File: src/rtl/backprop_sequencer.sv
// Epoch-level sequencer for the backpropagation datapath. For each sample it issues
// the sample index once and layer tokens LAYER_MAX..1, then waits for one weight update per layer.
module backprop_sequencer #(
    parameter int LAYER_ADDR_WIDTH = 2,
    parameter int LAYER_MAX        = 3,
    parameter int SAMPLE_ADDR_SIZE = 10,
    parameter int SAMPLE_COUNT     = 1000,
    parameter int EPOCH_WIDTH      = 16
) (
    input  logic                        clk,
    input  logic                        rst,
    input  logic                        start_valid,
    output logic                        start_ready,
    input  logic                        stop,
    output logic [LAYER_ADDR_WIDTH-1:0] layer,
    output logic                        layer_valid,
    input  logic                        layer_ready,
    output logic [SAMPLE_ADDR_SIZE-1:0] sample,
    output logic                        sample_valid,
    input  logic                        sample_ready,
    input  logic                        weights_valid,
    input  logic                        weights_ready,
    input  logic                        bp_error,
    output logic                        busy,
    output logic                        done,
    output logic [EPOCH_WIDTH-1:0]      epoch_count,
    output logic                        error_sticky
);

    // state  | meaning
    // IDLE   | waiting for start_valid
    // ISSUE  | sending the sample index and layer tokens of the current sample
    // DRAIN  | all tokens sent, waiting for LAYER_MAX weight updates
    // DONE   | one-cycle epoch-end pulse
    typedef enum logic [1:0] {
        ST_IDLE,
        ST_ISSUE,
        ST_DRAIN,
        ST_DONE
    } state_t;

    localparam logic [LAYER_ADDR_WIDTH-1:0] LAYER_TOP   = LAYER_ADDR_WIDTH'(LAYER_MAX);
    localparam logic [SAMPLE_ADDR_SIZE-1:0] LAST_SAMPLE = SAMPLE_ADDR_SIZE'(SAMPLE_COUNT - 1);

    state_t                        state;
    state_t                        state_nxt;
    logic [LAYER_ADDR_WIDTH-1:0]   layer_cnt;
    logic [LAYER_ADDR_WIDTH-1:0]   wb_cnt;
    logic [LAYER_ADDR_WIDTH-1:0]   wb_cnt_nxt;
    logic [SAMPLE_ADDR_SIZE-1:0]   sample_idx;
    logic                          sample_sent;
    logic                          busy_q;
    logic                          done_q;
    logic [EPOCH_WIDTH-1:0]        epoch_q;
    logic                          err_q;

    logic                          in_flight;
    logic                          layer_hs;
    logic                          sample_hs;
    logic                          wb_hs;
    logic                          wb_full;
    logic                          tokens_done;
    logic                          sent_done;
    logic                          start_acc;
    logic                          next_sample;

    assign in_flight    = (state == ST_ISSUE) || (state == ST_DRAIN);
    assign layer_valid  = (state == ST_ISSUE) && (layer_cnt != '0);
    assign sample_valid = (state == ST_ISSUE) && !sample_sent;
    assign layer_hs     = layer_valid && layer_ready;
    assign sample_hs    = sample_valid && sample_ready;

    // Weight updates are only counted while a sample is in flight; the count saturates.
    assign wb_hs      = in_flight && weights_valid && weights_ready;
    assign wb_cnt_nxt = (wb_hs && (wb_cnt != LAYER_TOP)) ? wb_cnt + 1'b1 : wb_cnt;
    assign wb_full    = (wb_cnt_nxt == LAYER_TOP);

    assign tokens_done = (layer_cnt == '0) || (layer_hs && (layer_cnt == 1));
    assign sent_done   = sample_sent || sample_hs;

    always_ff @(posedge clk or negedge rst) begin
        if (!rst) begin
            state <= ST_IDLE;
        end else begin
            state <= state_nxt;
        end
    end

    always_comb begin
        state_nxt   = state;
        start_ready = 1'b0;
        start_acc   = 1'b0;
        next_sample = 1'b0;
        case (state)
            ST_IDLE: begin
                start_ready = 1'b1;
                if (start_valid) begin
                    start_acc = 1'b1;
                    state_nxt = ST_ISSUE;
                end
            end
            ST_ISSUE: begin
                if (tokens_done && sent_done) begin
                    state_nxt = ST_DRAIN;
                end
            end
            ST_DRAIN: begin
                if (wb_full) begin
                    if ((sample_idx == LAST_SAMPLE) || stop) begin
                        state_nxt = ST_DONE;
                    end else begin
                        next_sample = 1'b1;
                        state_nxt   = ST_ISSUE;
                    end
                end
            end
            ST_DONE: begin
                state_nxt = ST_IDLE;
            end
            default: begin
                state_nxt = ST_IDLE;
            end
        endcase
    end

    always_ff @(posedge clk or negedge rst) begin
        if (!rst) begin
            layer_cnt   <= '0;
            wb_cnt      <= '0;
            sample_idx  <= '0;
            sample_sent <= 1'b0;
        end else if (start_acc) begin
            layer_cnt   <= LAYER_TOP;
            wb_cnt      <= '0;
            sample_idx  <= '0;
            sample_sent <= 1'b0;
        end else if (next_sample) begin
            layer_cnt   <= LAYER_TOP;
            wb_cnt      <= '0;
            sample_idx  <= sample_idx + 1'b1;
            sample_sent <= 1'b0;
        end else begin
            if (layer_hs) begin
                layer_cnt <= layer_cnt - 1'b1;
            end
            if (sample_hs) begin
                sample_sent <= 1'b1;
            end
            wb_cnt <= wb_cnt_nxt;
        end
    end

    // An error arriving in the same cycle as the start is kept rather than cleared.
    always_ff @(posedge clk or negedge rst) begin
        if (!rst) begin
            err_q   <= 1'b0;
            epoch_q <= '0;
            busy_q  <= 1'b0;
            done_q  <= 1'b0;
        end else begin
            if (start_acc) begin
                err_q <= bp_error;
            end else if (bp_error) begin
                err_q <= 1'b1;
            end
            if (state == ST_DONE) begin
                epoch_q <= epoch_q + 1'b1;
            end
            busy_q <= (state_nxt != ST_IDLE);
            done_q <= (state_nxt == ST_DONE);
        end
    end

    assign layer        = layer_cnt;
    assign sample       = sample_idx;
    assign busy         = busy_q;
    assign done         = done_q;
    assign epoch_count  = epoch_q;
    assign error_sticky = err_q;

endmodule

File: config.mk
export PLATFORM = sky130hd
export DESIGN_NAME = backprop_sequencer
export DESIGN_NICKNAME = d
export VERILOG_FILES = /design/src/rtl/backprop_sequencer.sv
export SDC_FILE = /design/constraint.sdc
export NUM_CORES = 1
export LEC_CHECK = 0
export BUFFER_PORTS_ARGS = -buffer_cell sky130_fd_sc_hd__buf_4
export CAP_MARGIN = 20
export CORE_MARGIN = 2
export CORE_UTILIZATION = 29
export CTS_BUF_LIST = sky130_fd_sc_hd__clkbuf_4 sky130_fd_sc_hd__clkbuf_8
export DETAILED_ROUTE_END_ITERATION = 10
export PLACE_DENSITY = 0.6
export SLEW_MARGIN = 20
export SYNTH_ARGS = -nofsm -noshare
export SYNTH_HDL_FRONTEND = slang
export SYNTH_SLANG_ARGS = --single-unit
File: constraint.sdc
create_clock -name clk -period 4.8 [get_ports clk]
set_input_delay 0.24 -clock clk [delete_from_list [all_inputs] [get_ports clk]]
set_output_delay 0.24 -clock clk [all_outputs]
set_load 0.01 [all_outputs]
==> flow_metrics.py <==
metrics = {
    "grt": {
        "antenna_found_initial": 0,
        "grt.overflow.total": 0,
        "grt_pass1_vias": 1327,
        "gr-usage-all-layers": 0.1178,
        "grt_max_degree": 37,
        "grt_pass1_wl_um": 6479,
    },
    "setup_path": {
        "worstPathArrival_ns": 2.23,
        "crit_start": "state[0]$_DFF_PN0_",
        "cp_slowest_cell": "dfrtp_1",
        "crit_path_start_kind": "flip-flop",
        "required_ns": 4.98,
        "slowest_delay_ns": 0.39,
        "endpoint_kind": "flip-flop",
        "worstSetupPathType": "reg -> reg",
        "path_cells": "inv_1, ha_1, nand4b_4, mux2_4, nor4_1, xor2_1, and2_1",
        "r2r_setup_slack_ns": 2.75,
        "r2r-start": "state[0]$_DFF_PN0_",
        "cp_max_fo": 9,
    },
    "synth": {
        "synth_edf_count": 0,
        "yosysUniqueCellTypes": 41,
        "ys.flop_type": "dfrtp_1",
        "synth_nets": 191,
        "postSynthAreaPerCell_um2": 10.52,
        "synth-seq-cells": 36,
        "yosys_warnings": 0,
        "postSynth.asyncResetShare": 1.000,
        "netlist_instances": 173,
        "seq_area_frac_synth": 0.4948,
        "synthesis.area_mm2": 0.001820,
    },
    "hold_path": {
        "min_from": "bp_error",
        "min_path_type": "in -> reg",
    },
    "final_layout": {
        "finalCoreUtilization": 0.3866,
        "final_nets": 239,
        "antenna_cells": 0,
        "syn2layout_area_growth_pct": 27.22,
        "drive_above_1_share": 0.2748,
        "fin_area_mm2": 0.002316,
    },
    "detailed_routing": {
        "drt_iter0_markers": 67,
        "drc_errors": 0,
        "dr.pass1.iters": 4,
        "wl_per_cell_um": 13.08,
        "via_per_inst": 4.623,
        "vias": 1373,
        "wl_um": 3884,
        "drtAntennaViolNets": 0,
    },
    "timing": {
        "grt_setup_unrepaired": "false",
        "fmax_ghz": 0.4871,
        "worstMarginPinSlew_ns": 0.5069,
        "finalHoldViolCount": 0,
        "post-route-period-util": 0.4277,
        "finalSetupTns_ns": 0,
        "final-setup-viol-count": 0,
        "slew_headroom": 0.6595,
        "min_period_ns": 2.053,
        "drv_slew": 0,
        "finalClockSkew_ns": 0.009688,
    },
    "clock_tree": {
        "cts_buffers": 5,
        "htree_num_levels": 2,
        "cts_tree": "built",
        "clkLatencyLatePin_ns": 0.29,
        "clock_sinks": 36,
        "cts_root_buffer": "clkbuf_8",
        "clk_path_buf_depth": 2,
        "path_clk_slew_ns": 0.07,
    },
    "place": {
        "dpl_cell_area_mm2": 0.002213,
        "dp_hpwl_um": 2840,
        "gp_congestion": 0.7779,
        "numPortBuffers": 42,
    },
    "power_and_ir_drop": {
        "p_leak_nw": 1.143,
        "peakVddDrop_mv": 0.1954,
        "power_mw": 0.9107,
        "p_per_area_mw_per_mm2": 393.2,
    },
    "floorplanning": {
        "dieArea_mm2": 0.006927,
        "initial_core_util": 0.3039,
        "die_h_um": 83.23,
        "die_x_um": 83.23,
        "ios": 43,
        "core-area_mm2": 0.005991,
        "num_rows": 28,
    },
    "run": {
        "drv_cap": 0,
    },
    "run_status": {
        "outcome": "finished, final reports clean",
    },
}
[critical path, delay by kind of cell, from the launching register on]
| family | cells | cell delay, ns |
|---|---|---|
| fa+ha+maj | 1 | 0.33 |
| simple gates | 3 | 0.66 |
| buf+inv | 1 | 0.09 |
| xor+xnor | 1 | 0.10 |
| flops | 1 | 0.39 |
| mux | 1 | 0.37 |
[sequential cells by signal, summed over array words and instances (netlist names)]
name	cells
sample	10
busy	1
done	1
wb_cnt	2
epoch_count	16
layer	2
state	2
sample_sent	1
error_sticky	1
[cell usage after synthesis, drive strengths merged (2+ instances only)]
cell     n  share of area
or2b     2         0.0089
or2      3          0.010
mux2i    2          0.011
nand2   21          0.043
inv      6          0.012
nor3     3         0.0082
dfrtp   36           0.49
buf      2         0.0089
nor2    15          0.031
o211ai   2         0.0082
xnor2   19          0.091
ha       9          0.062
xor2     5          0.024
and2     4          0.015
nor4     3          0.010
nand4    4          0.014
nand3    9          0.025
mux2     2          0.014
nor2b    3          0.010
and3     5          0.018
a21oi    4          0.011
[through the flow]
stage / setup WS (ns) / std cells / hold WS, ns
floorplan: 2.878 / 173 / -0.05559
global placement: 2.823 / 288 / 0.2346
detailed placement: 2.762 / 288 / 0.2380
CTS: 2.750 / 297 / 0.1039
global route: 2.605 / 297 / 0.1086
finish: 2.747 / 297 / 0.1177
[final cells by class]
type	instances	area, um2
Timing Repair Buffer	43	325.3
Multi-Input combinational cell	129	880.8
Fill cell	606	3675
Clock buffer	6	82.58
Sequential cell	36	900.9
Tap cell	75	93.84
Inverter	6	22.52
Clock inverter	2	10.01
[final timing paths]
kind / depth (start not counted) / endpoint
max: 7 / sample[7]$_DFFE_PN0N_
min in group asynchronous: 2 / epoch_count[8]$_DFFE_PN0N_
max reg2reg: 7 / sample[7]$_DFFE_PN0N_
max in group asynchronous: 2 / sample[6]$_DFFE_PN0N_
min: 2 / error_sticky$_DFFE_PN0P_
min reg2reg: 1 / epoch_count[15]$_DFFE_PN0N_
[layout by cell type, fill, tap and decap left out, drive strengths merged]
cell and count:
a41oi 1, a22oi 1, nand4 4, xor2 5, inv 6, buf 42
a21o 1, ha 9, and3 5, nand4b 1, clkinv 2, and4 1
nand2b 1, mux2 2, dfrtp 36, o21ai 1, dlygate4sd3 1, nor2b 3
nand2 21, or2 3, and2 4, nor3 3, o31ai 1, nor4 3
or2b 2, clkbuf 6, xnor2 19, o22ai 1, o211ai 2, a41o 1
a21oi 4, nor2 15, a31o 1, a31oi 1, a211o 1, nand3 9
mux2i 2, or4 1
[per-layer routing]
metal,GRT usage,part of all wire,up-vias
li1,-,-,688
met1,0.1468,0.46,643
met2,0.1848,0.47,38
met3,0.04970,0.061,4
met4,0.03726,0.0080,0
met5,0,0,-
[kinds of logic (layout without fill, tap and decap cells)]
family / count (synthesis) / count (layout) / synth area share
fa+ha+maj: 9 / 9 / 0.06186
compound gates: 16 / 16 / 0.06186
simple gates: 76 / 76 / 0.2192
flops: 36 / 36 / 0.4948
xor+xnor: 24 / 24 / 0.1155
mux: 4 / 4 / 0.02543
buf+inv: 8 / 57 / 0.02130
[where the power goes]
part / internal [mW] / leakage (nW) / switching (mW)
Clock: 0.115 / 0.0510 / 0.112
Sequential: 0.344 / 0.483 / 0.0342
Combinational: 0.139 / 0.609 / 0.167
[what timing repair did]
action                                 in CTS  in global routing
resized for setup                           0                  0
hold buffers                                1                  0
endpoints found under the hold margin      36                  0
buffers inserted                            0                  0
No activity file was read; power rests on OpenSTA's default activity.
